`src/rtl/sequenciador_entrada_saida.sv`:
```
// IN/OUT sequencer: stalls on IN until a debounced button press captures the
// switches, and latches the datapath value into the display register on OUT.
module sequenciador_entrada_saida #(
   parameter int LARGURA_SWITCH  = 16,
   parameter int LARGURA_DADO    = 32,
   parameter int DEBOUNCE_CICLOS = 16
) (
   input  logic                      clock,
   input  logic                      reset,
   input  logic                      estagioEntradaUC,
   input  logic                      estagioSaidaUC,
   input  logic                      botaoConfirma,
   input  logic [LARGURA_SWITCH-1:0] switches,
   input  logic [LARGURA_DADO-1:0]   dadoSaidaIn,
   output logic                      estagioEntradaSwitch,
   output logic                      estagioEntradaBanco,
   output logic [LARGURA_DADO-1:0]   dadoEntrada,
   output logic [LARGURA_DADO-1:0]   dadoDisplay,
   output logic                      esperandoEntrada
);

   localparam int LARGURA_CONT = $clog2(DEBOUNCE_CICLOS + 1);
   localparam logic [LARGURA_CONT-1:0] CONT_MAX = LARGURA_CONT'(DEBOUNCE_CICLOS - 1);

   typedef enum logic [2:0] {
      OCIOSO,
      ESPERA_SOLTA,
      ESPERA_PRESSIONA,
      CAPTURA,
      ESCRITA
   } estado_t;

   estado_t estadoReg, estadoNext;

   logic                    sincReg1, sincReg2;
   logic                    botaoSinc;
   logic                    botaoEstavelReg;
   logic [LARGURA_CONT-1:0] contReg;

   logic                    esperandoReg, switchReg, bancoReg;
   logic [LARGURA_DADO-1:0] dadoEntradaReg, dadoDisplayReg;
   logic [LARGURA_DADO-1:0] switchesEstendidos;

   // Raw button is active-low; flops reset to the released level (1).
   always_ff @(posedge clock or negedge reset) begin
      if (!reset) begin
         sincReg1 <= 1'b1;
         sincReg2 <= 1'b1;
      end else begin
         sincReg1 <= botaoConfirma;
         sincReg2 <= sincReg1;
      end
   end

   assign botaoSinc = ~sincReg2;

   // A level change is accepted only after DEBOUNCE_CICLOS consecutive differing samples.
   always_ff @(posedge clock or negedge reset) begin
      if (!reset) begin
         botaoEstavelReg <= 1'b0;
         contReg         <= '0;
      end else if (botaoSinc == botaoEstavelReg) begin
         contReg <= '0;
      end else if (contReg == CONT_MAX) begin
         botaoEstavelReg <= botaoSinc;
         contReg         <= '0;
      end else begin
         contReg <= contReg + 1'b1;
      end
   end

   generate
      for (genvar gi = 0; gi < LARGURA_DADO; gi++) begin : g_extensao
         if (gi < LARGURA_SWITCH) begin : g_bit
            assign switchesEstendidos[gi] = switches[gi];
         end else begin : g_zero
            assign switchesEstendidos[gi] = 1'b0;
         end
      end
   endgenerate

   always_ff @(posedge clock or negedge reset) begin
      if (!reset) estadoReg <= OCIOSO;
      else        estadoReg <= estadoNext;
   end

   // Waiting states abort as soon as the control unit drops the IN stage.
   always_comb begin
      estadoNext = estadoReg;
      case (estadoReg)
         OCIOSO: begin
            if (estagioEntradaUC) estadoNext = ESPERA_SOLTA;
         end
         ESPERA_SOLTA: begin
            if (!estagioEntradaUC)     estadoNext = OCIOSO;
            else if (!botaoEstavelReg) estadoNext = ESPERA_PRESSIONA;
         end
         ESPERA_PRESSIONA: begin
            if (!estagioEntradaUC)    estadoNext = OCIOSO;
            else if (botaoEstavelReg) estadoNext = CAPTURA;
         end
         CAPTURA: estadoNext = ESCRITA;
         ESCRITA: estadoNext = OCIOSO;
         default: estadoNext = OCIOSO;
      endcase
   end

   // Outputs are decoded from the next state so they are registered yet aligned with the state.
   always_ff @(posedge clock or negedge reset) begin
      if (!reset) begin
         esperandoReg   <= 1'b0;
         switchReg      <= 1'b0;
         bancoReg       <= 1'b0;
         dadoEntradaReg <= '0;
         dadoDisplayReg <= '0;
      end else begin
         esperandoReg <= (estadoNext == ESPERA_SOLTA) || (estadoNext == ESPERA_PRESSIONA);
         switchReg    <= (estadoNext == CAPTURA) || (estadoNext == ESCRITA);
         bancoReg     <= (estadoNext == ESCRITA);
         if (estadoNext == CAPTURA) dadoEntradaReg <= switchesEstendidos;
         if (estagioSaidaUC)        dadoDisplayReg <= dadoSaidaIn;
      end
   end

   assign esperandoEntrada     = esperandoReg;
   assign estagioEntradaSwitch = switchReg;
   assign estagioEntradaBanco  = bancoReg;
   assign dadoEntrada          = dadoEntradaReg;
   assign dadoDisplay          = dadoDisplayReg;

endmodule

```
`config.mk`:
```
export PLATFORM = sky130hd
export DESIGN_NAME = sequenciador_entrada_saida
export DESIGN_NICKNAME = d
export VERILOG_FILES = /design/src/rtl/sequenciador_entrada_saida.sv
export SDC_FILE = /design/constraint.sdc
export NUM_CORES = 1
export LEC_CHECK = 0
export ABC_AREA = 1
export CAP_MARGIN = 20
export CORE_MARGIN = 2
export CORE_UTILIZATION = 41
export DETAILED_ROUTE_END_ITERATION = 16
export GPL_ROUTABILITY_DRIVEN = 0
export PLACE_DENSITY = 0.77
export SLEW_MARGIN = 0
export SYNTH_ARGS = -nofsm -noshare
export SYNTH_HDL_FRONTEND = slang
export SYNTH_SLANG_ARGS = --single-unit
```
`constraint.sdc`:
```
create_clock -name clock -period 1.2 [get_ports clock]
set_input_delay 0.12 -clock clock [delete_from_list [all_inputs] [get_ports clock]]
set_output_delay 0.12 -clock clock [all_outputs]
set_load 0.05 [all_outputs]
```
==> metrics.md <==
| Metric | Value |
|---|---|
| Die H | between 80 and 90 um |
| Clk root buf | clkbuf_8 |
| F_max | 836.1 MHz |
| Count leader, synth | dfrtp_1 |
| Synth unique cells | 25 |
| CTS buffer count | 9 |
| Sw frac | 29.78% |
| Share of cells above drive strength 1 | between 40 and 50% |
| Min Clock Period, post-route | 1196 ps |
| Fin Hold WS | between 200 and 250 ps |
| Synth Cell Area | between 0.002 and 0.003 mm2 |
| H-tree depth | 3 |
| Grt met2 use | 28.43% |
| First-pass GRT wire length | 9.108 mm |
| FF-to-FF path depth | 7 |
| Largest net degree at the start of global routing | 63 |
| CTS tree | built |
| Max-slew violations | 0 |
| Vias | 1,914 |
| Busiest grt layer | met2 |
| DP HPWL | approximately 4.1 mm |
| Worst skew pair latency | 320 ps |
| Initial antenna violation count | 0 |
| R2R Setup Slk | 4 ps |
| Hold Crit Depth | 1 |
| Pwr Total | 0.005476 W |
| HP Class | in -> reg |
| Critical Path Sink Type | flip-flop |
| Fin nets | 392 |
| Vias/cell | 4.568 |
| Top post-synthesis cells by area | dfrtp_1 57%, mux2_2 13%, buf_4 5.7%, o21ai_2 5.3%, nand2_1 3.3% |
| Pwr dens | 1203 mW/mm2 |
| Sequential share of power | between 40% and 50% |
| Gate Count Post-Synth | between 200 and 250 |
| Leak | 2.097 nW |
| Final period util | 99.67% |
| Maxcap violations | 0 |
| Grt total ovfl | 0 |
| Fillers | 422 |
| Met1 GRT Util | 19.65% |
| Syn_area_per_cell | 12.16 um2 |
| Initial DRT Pass Iterations | 4 |
| Seq/Total Area, Yosys | 59.17% |
| Syn. warnings | 0 |
| Antenna Nets Post-Route | 0 |
| DR DRC count | 0 |
| # setup viols final | 0 |
| P_int | 0.003845 W |
| Crit path max fanout | 8 |
| Multi-input gate area | roughly 900 um2 |
| Synth top cells by count | 60 x dfrtp_1, 31 x mux2_2, 23 x nand2_1 |
| Max stage delay on crit path | 390 ps |
| Critical path type | reg -> reg |
| Vias in the first global route | roughly 1.9k |
| Worst-case clock buffer depth | 2 |
| Die Footprint | between 0.007 and 0.008 mm2 |
| GRT met3 Usage | around 4.6% |
| Std-Cell Rows | 29 |
| CP Launch Type | flip-flop |
| Iteration-0 DRC Markers | between 60 and 70 |
| Tot GR Track Use | 16.56% |
| P_sw | around 0.0016 W |
| Dpl cell area | 0.004217 mm2 |
| Top_reg_cell synth | dfrtp_1 |
| Worst VDD drop | 0.6805 mV |
| Number of clock sinks | 62 |
| Die Span X | 84.04 um |
| Outcome | complete, no violations |
| RR Startpoint | estadoReg[2]$_DFF_PN0_ |
| Hold EP | sincReg1$_DFF_PN1_ |
| ANT cells | 0 |
| Arr. time, crit path | roughly 1400 ps |
| Asr flop ratio synth | 100.0% |
| Power share of the combinational group | 28.0% |
| Hold Fails Final Rpt | 0 |
| Count of flip-flops with a built-in enable after synthesis | 0 |
| Yosys top cell area share | 57.17% |
| WP data required | roughly 1400 ps |
| Final Skew | 5.694 ps |
| Clk network pwr share | 28.6% |
| CP max stage cell | dfrtp_1 |
| Layout area overhead | 73.27% |
| I/O Buffers | 103 |
| Sequential cell area | between 0.0015 and 0.002 mm2 |
| Critical Path, Cell by Cell | inv_2 > nand2_2 > inv_2 > nand4_4 > clkbuf_16 > nand2_2 > o21ai_2 |
| Synthesized flop and latch total | 62 |
| Routed WL per cell | 13.79 um |
| Area leader, netlist | dfrtp_1 |
| Clock slew at reported path FFs | 70 ps |
| Reg-to-reg critical path endpoint | dadoEntrada[11]$_DFFE_PN0N_ |
| Total routed wirelength | 5.778 mm |
| # IOs | between 100 and 150 |
| Unrepaired setup endpoints after global routing | true |
| Launch point of the worst hold path | botaoConfirma |
| Post-layout instance area | 0.004551 mm2 |
| Initial Utilization | 41.84% |
| Core area | ~0.0063 mm2 |
## critical path: cells and delay by family (launching register included)
family          cells  cell delay, ps
compound gates      1              50
simple gates        3             280
buf+inv             3             370
flops               1             390
## sequential cells by signal (all words and copies together), names as in the netlist, 3 cells and up
signal       cells
estadoReg        3
dadoDisplay     32
dadoEntrada     16
contReg          5
## logic make-up after synthesis
family	count (synthesis)	share of synthesized area [%]
and+or+nand+nor	49	8.814
AOI/OAI and AO/OA	20	6.241
muxes	32	13.72
xor gates and xnor gates	2	0.6671
DFF	62	59.17
other	1	0.1428
adders and majority gates	1	0.4763
buffers and inverters	49	10.77
## layout by cell type (no fill, tap or decap), types with 3 or more instances in the layout
master	Yosys	final
nand2_4	0	5
dfrtp_1	60	59
nor2_1	11	10
buf_4	20	11
nand2_2	6	8
clkbuf_8	0	11
nand3_1	4	4
inv_2	3	3
clkdlybuf4s50_1	0	51
conb_1	1	16
buf_12	0	54
inv_1	22	22
nand2_1	23	16
clkbuf_1	0	3
o21ai_2	16	16
mux2_2	31	31
## through the flow
step                      worst slack, ps  setup TNS, ps  std cells  utilization, %
after floorplan                     108.5              0        231               -
after global placement             -125.8          -4675        394           67.17
final                               4.017              0        419           72.49
after global routing               -49.78         -472.8        419           72.49
after CTS                           21.02              0        410           70.00
after detailed placement           -148.1          -5035        394           67.17
## area by class of cell
type / instances / area share [%]
Clock buffer: 14 / 3.574
Timing Repair Buffer: 120 / 38.22
Inverter: 25 / 2.062
Clock inverter: 1 / 0.1100
Multi-Input combinational cell: 120 / 19.74
Tap cell: 77 / 2.117
Sequential cell: 62 / 34.18
## power by group through the flow
stage	Combinational, W	Clock [W]	Sequential (W)
2_1_floorplan	0.000365	0	0.00276
3_3_place_gp	0.00149	0	0.00240
3_5_place_dp	0.00151	0	0.00241
4_1_cts	0.00151	0.00163	0.00238
5_1_grt	0.00160	0.00175	0.00239
6_report	0.00153	0.00157	0.00237
## how the worst max path moves through the flow
stage / from / to / depth (start not counted)
detailed placement: estagioSaidaUC / dadoDisplay[13]$_DFFE_PN0P_ / 3
global route: estadoReg[2]$_DFF_PN0_ / dadoEntrada[11]$_DFFE_PN0N_ / 7
floorplan: estadoReg[2]$_DFF_PN0_ / dadoEntrada[12]$_DFFE_PN0N_ / 7
finish: estadoReg[2]$_DFF_PN0_ / dadoEntrada[11]$_DFFE_PN0N_ / 7
CTS: estadoReg[2]$_DFF_PN0_ / dadoEntrada[7]$_DFFE_PN0N_ / 7
global placement: estagioSaidaUC / dadoDisplay[17]$_DFFE_PN0P_ / 3
## timing repair
item                                    in CTS  in global routing
buffers inserted                             0                  7
hold buffers                                 1                  0
endpoints found under the setup margin       0                 19
resized for setup                            0                 16
hold endpoints to repair                    60                  0
## per-layer routing
layer	vias up	wire, um
met2	84	3144
met4	0	70
met1	915	2271
met5	-	0
met3	8	292
li1	907	-
Note: power is estimated with default switching activity, not from simulation.
